<file path="config.mk">
export PLATFORM = sky130hd
export DESIGN_NAME = comparator_sweep
export DESIGN_NICKNAME = d
export VERILOG_FILES = /design/src/rtl/comparator_sweep_pkg.sv /design/src/rtl/compare_model.sv /design/src/rtl/comparator_sweep.sv
export SDC_FILE = /design/constraint.sdc
export NUM_CORES = 1
export LEC_CHECK = 0
export CAP_MARGIN = 20
export CORE_MARGIN = 2
export CORE_UTILIZATION = 25
export DETAILED_ROUTE_END_ITERATION = 7
export PLACE_DENSITY = 0.49
export SETUP_SLACK_MARGIN = 0.5
export SLEW_MARGIN = 20
export SYNTH_ARGS = -nofsm -noshare
export SYNTH_HDL_FRONTEND = slang
export SYNTH_SLANG_ARGS = --single-unit
export TNS_END_PERCENT = 1
</file>
<file path="constraint.sdc">
create_clock -name clk -period 6 [get_ports clk]
set_input_delay 1.5 -clock clk [delete_from_list [all_inputs] [get_ports clk]]
set_output_delay 1.5 -clock clk [all_outputs]
set_load 0.1 [all_outputs]
</file>
<file path="src/rtl/comparator_sweep_pkg.sv">
// rtl/comparator_sweep_pkg.sv - shared types and sizing helpers for the comparator sweep stage
package comparator_sweep_pkg;

  typedef enum logic [1:0] {
    IDLE = 2'd0,
    RUN  = 2'd1,
    DONE = 2'd2
  } state_t;

  localparam int DEFAULT_WIDTH = 4;

  // Counters must reach 2^(2*width) inclusive, hence one extra bit.
  function automatic int cnt_w(input int width);
    return 2 * width + 1;
  endfunction

endpackage

</file>
<file path="src/rtl/compare_model.sv">
// rtl/compare_model.sv - combinational reference flags for an unsigned operand pair
module compare_model
  import comparator_sweep_pkg::*;
#(
  parameter int WIDTH = DEFAULT_WIDTH
) (
  input  logic [WIDTH-1:0] a,
  input  logic [WIDTH-1:0] b,
  output logic             exp_less,
  output logic             exp_more,
  output logic             exp_equal,
  output logic             exp_one_bit_diff
);

  assign exp_less         = (a < b);
  assign exp_more         = (a > b);
  assign exp_equal        = (a == b);
  assign exp_one_bit_diff = ($countones(a ^ b) == 1);

endmodule

</file>
<file path="src/rtl/comparator_sweep.sv">
// rtl/comparator_sweep.sv - exhaustive comparator sweep with tallies and checking; COMPARATOR_SWEEP_DIFF_CHECK_EN adds one_bit_diff
module comparator_sweep
  import comparator_sweep_pkg::*;
#(
  parameter int WIDTH = DEFAULT_WIDTH,
  parameter int CNT_W = cnt_w(WIDTH)
) (
  input  logic             clk,
  input  logic             rst_n,
  input  logic             start,
  output logic [WIDTH-1:0] first_int,
  output logic [WIDTH-1:0] second_int,
  input  logic             less,
  input  logic             more,
  input  logic             equal,
  input  logic             one_bit_diff,
  output logic             busy,
  output logic             done,
  output logic [CNT_W-1:0] less_cnt,
  output logic [CNT_W-1:0] more_cnt,
  output logic [CNT_W-1:0] equal_cnt,
`ifdef COMPARATOR_SWEEP_DIFF_CHECK_EN
  output logic [CNT_W-1:0] diff_cnt,
`endif
  output logic [CNT_W-1:0] err_cnt,
  output logic             err_flag,
  output logic [WIDTH-1:0] first_err_a,
  output logic [WIDTH-1:0] first_err_b
);

  localparam logic [WIDTH-1:0] OP_MAX = '1;

  state_t state;
  logic   m_less, m_more, m_equal, m_diff;
  logic   mismatch;

  compare_model #(.WIDTH(WIDTH)) u_model (
    .a                (first_int),
    .b                (second_int),
    .exp_less         (m_less),
    .exp_more         (m_more),
    .exp_equal        (m_equal),
    .exp_one_bit_diff (m_diff)
  );

`ifdef COMPARATOR_SWEEP_DIFF_CHECK_EN
  assign mismatch = (less != m_less) | (more != m_more) | (equal != m_equal)
                  | (one_bit_diff != m_diff);
`else
  logic unused_diff;
  assign unused_diff = one_bit_diff ^ m_diff;
  assign mismatch = (less != m_less) | (more != m_more) | (equal != m_equal);
`endif

  always_ff @(posedge clk or negedge rst_n) begin
    if (!rst_n) begin
      state       <= IDLE;
      first_int   <= '0;
      second_int  <= '0;
      busy        <= 1'b0;
      done        <= 1'b0;
      less_cnt    <= '0;
      more_cnt    <= '0;
      equal_cnt   <= '0;
`ifdef COMPARATOR_SWEEP_DIFF_CHECK_EN
      diff_cnt    <= '0;
`endif
      err_cnt     <= '0;
      err_flag    <= 1'b0;
      first_err_a <= '0;
      first_err_b <= '0;
    end else begin
      done <= 1'b0;
      case (state)
        IDLE: begin
          if (start) begin
            first_int   <= '0;
            second_int  <= '0;
            busy        <= 1'b1;
            less_cnt    <= '0;
            more_cnt    <= '0;
            equal_cnt   <= '0;
`ifdef COMPARATOR_SWEEP_DIFF_CHECK_EN
            diff_cnt    <= '0;
`endif
            err_cnt     <= '0;
            err_flag    <= 1'b0;
            first_err_a <= '0;
            first_err_b <= '0;
            state       <= RUN;
          end
        end
        RUN: begin
          // Tallies follow the sampled flags, even contradictory ones.
          less_cnt  <= less_cnt + CNT_W'(less);
          more_cnt  <= more_cnt + CNT_W'(more);
          equal_cnt <= equal_cnt + CNT_W'(equal);
`ifdef COMPARATOR_SWEEP_DIFF_CHECK_EN
          diff_cnt  <= diff_cnt + CNT_W'(one_bit_diff);
`endif
          if (mismatch) begin
            err_cnt  <= err_cnt + CNT_W'(1);
            err_flag <= 1'b1;
            if (!err_flag) begin
              first_err_a <= first_int;
              first_err_b <= second_int;
            end
          end
          if (second_int == OP_MAX) begin
            second_int <= '0;
            if (first_int == OP_MAX) begin
              first_int <= '0;
              busy      <= 1'b0;
              done      <= 1'b1;
              state     <= DONE;
            end else begin
              first_int <= first_int + WIDTH'(1);
            end
          end else begin
            second_int <= second_int + WIDTH'(1);
          end
        end
        DONE: begin
          state <= IDLE;
        end
        default: begin
          state <= IDLE;
        end
      endcase
    end
  end

endmodule

</file>
==> results by group <==
Route
  – Routed len/inst: 14.9 microns
  – ANT nets after route: 0
  – Drt total wl: 7240 microns
  – Vias per cell: 4.88
  – Initial DRC count: 94
  – Vias: 2375
  – # DRC: 0
  – Drt first pass iters: 4

Yosys
  – Synthesis Warnings: 0
  – Number of distinct library cells after synthesis: 34
  – Synth top area share: 51.3%
  – Ranking of synthesized cells by area: dfrtp_1 (51%), ha_1 (5.9%), nand3_1 (5.8%)
  – Synth Instances: 277
  – Dominant cell type by area after synthesis: dfrtp_1
  – Avg Cell Area, Syn: 10.0 sq um
  – Synth Cell Area: 0.00278 sq mm
  – Seq/Total Area, Yosys: 51.3%
  – Synthesized Nets: 297
  – Yosys reg bits: 57

Worst setup path
  – Crit Path Max Fanout: 7
  – Worst Setup Start Kind: flop
  – Critical path endpoint category: primary output
  – Largest stage delay, worst path: 1.19 ns
  – CP top delay family: buffers and inverters
  – Reg2reg setup slack: 3.39 ns
  – Worst path cell trace: clkdlybuf4s50_1
  – Crit path buf inv count: 1
  – Worst EP required: 4.50 ns
  – Slowest cell on the critical path: clkdlybuf4s50_1
  – Crit path kind: flop to primary output
  – Worst EP arrival: 2.01 ns

Power and ir drop
  – Leakage: 1.58 nW
  – Pwr dens: 525 mW/mm^2
  – Final total power: 0.00196 W
  – Peak supply drop: 0.000258 V

Clock network
  – Post-CTS Hold Buffers: 0
  – Clock sink count: 57
  – CTS Buf Count: 9
  – Post-CTS Setup Bufs: 0
  – Root Driver: clkbuf_8
  – CTS tree: built
  – Clock buffer depth: 2
  – Htree depth: 3
  – Resized Gates After CTS: 0
  – Clk Latency, worst-skew pair: 0.34 ns
  – CTS clk-pin slew, worst paths: 0.07 ns

STA
  – Setup TNS: 0 ns
  – FMAX: 0.285 GHz
  – Number of endpoints failing setup at the final stage: 0
  – Rel. slew slack: 33.1%
  – Max-slew violation count: 0
  – RSZ-0062 raised after global routing: false
  – Clock Skews: 0.0105 ns
  – Min Hold Slack: 0.490 ns
  – Min cycle time layout: 3.51 ns
  – Setup WS post-layout: 2.49 ns
  – Slew @ Worst Pin: 1.00 ns
  – Final period utilization: 58.6%
  – Final Hold Viols: 0

GRT
  – Initial antenna violation count: 0
  – First-pass GRT wire length: 11800 microns
  – Pin count of the biggest net entering global routing: 58
  – Total GRT Usage: 12.9%
  – Number of global-route vias before repair: 2250
  – GR Overflow Total: 0

Die
  – # rows: 38
  – Core area: 0.0108 sq mm
  – Die height: 109 microns
  – DIE AREA: 0.0120 sq mm
  – Initial Utilization: 25.6%
  – Die span in x: 109 microns
  – Number of top-level pins: 62

Place
  – Final RePlAce weighted congestion: 0.772
  – Post-Place Setup Slack: 2.36 ns
  – Hpwl dp: 4820 microns
  – Port Buffers: 60

Hold path
  – Class of the most critical hold timing path: flop to flop

Cells and area
  – # nets final: 362
  – Area growth, synth to finish: 34.6%
  – Share of post-route cells with drive strength above 1: 7.78%
  – Antenna cells: 0
  – Filler cells: 1161

Run status
  – Status: finished, final reports clean

Flow run
  – Max-cap violations: 0
==> final timing paths <==
path / cells past startpoint / endpoint / start
hold / removal: 1 / err_cnt[8] / err_cnt[8]
min in group asynchronous: 2 / first_err_a[2] / rst_n
hold reg to reg: 1 / err_cnt[8] / err_cnt[8]
setup / recovery: 1 / second_int[0] / second_int[0]
max in group asynchronous: 2 / equal_cnt[7] / rst_n
setup reg to reg: 8 / first_err_a[0] / second_int[3]
==> cells in the final DEF, fill, tap and decap left out, types with 8 or more instances in the layout <==
cell type	n
a22o_1	8
mux2i_1	12
nor2_1	12
o21ai_0	21
ha_1	13
o31ai_1	13
o211ai_1	14
nand3_1	32
nand2_1	35
clkdlybuf4s50_1	59
clkbuf_8	9
inv_1	10
dfrtp_1	57
==> routing by layer <==
layer	vias to the layer above	GRT usage [%]	routed length, microns
li1	1162	-	-
met1	1158	17.4	3530
met2	46	19.4	3320
met3	9	3.97	304
met4	0	4.97	96
met5	-	0	0
==> power breakdown <==
part	internal [W]	total (W)	leakage [nW]	switching, W
registers	0.000474	0.000581	0.677	0.000107
logic	0.000239	0.00102	0.815	0.000784
clock network	0.000191	0.000360	0.0912	0.000170
total	0.000903	0.00196	1.58	0.00106
==> cell usage after synthesis (all sizes together) <==
| library cell | n |
|---|---|
| and3 | 1 |
| o22ai | 1 |
| buf | 4 |
| a21oi | 6 |
| nor2 | 12 |
| nand2 | 35 |
| xor2 | 1 |
| or4b | 1 |
| dfrtp | 57 |
| nand3 | 32 |
| o31ai | 13 |
| mux2i | 12 |
| or4 | 1 |
| o41ai | 1 |
| nand3b | 4 |
| clkbuf | 7 |
| or3 | 1 |
| o211ai | 14 |
| a22o | 8 |
| o21ai | 21 |
| nand4 | 7 |
| a21o | 2 |
| nor2b | 3 |
| nand2b | 2 |
| and4 | 1 |
| ha | 13 |
| nor4 | 1 |
| o21bai | 1 |
| nor3 | 4 |
| inv | 10 |
| a211oi | 1 |
==> layout make-up <==
type                            count  area (sq um)  share of cell area, %
Clock buffer                        9           124                   3.31
Inverter                           10          37.5                   1.00
Sequential cell                    57          1430                   38.1
Clock inverter                      7          71.3                   1.91
Tap cell                          140           175                   4.68
Multi-Input combinational cell    199          1270                   34.0
Timing Repair Buffer               65           633                   16.9
==> cells by family (layout without fill, tap and decap cells) <==
group / after synthesis / count (layout) / share of synthesized area [%]
muxes: 12 / 12 / 4.32
AOI/OAI and AO/OA: 68 / 68 / 16.3
xor gates and xnor gates: 1 / 1 / 0.315
adders and majority gates: 13 / 13 / 5.85
buffers and inverters: 21 / 91 / 2.97
DFF: 57 / 57 / 51.3
and+or+nand+nor: 105 / 105 / 18.9
==> sequential cells by signal, indices dropped and copies added (netlist names) <==
register	count
equal_cnt	9
first_int	4
state	2
done	1
less_cnt	9
err_flag	1
first_err_b	4
first_err_a	4
more_cnt	9
err_cnt	9
second_int	4
busy	1
==> stage by stage <==
stage,utilization (%),std cells,instance area [sq um]
6_report,34.5,487,3740
3_3_place_gp,32.7,471,3550
5_1_grt,34.5,487,3740
3_5_place_dp,32.7,471,3550
4_1_cts,34.5,487,3740
2_1_floorplan,-,277,2780
Power figures use the tool's default switching activity.
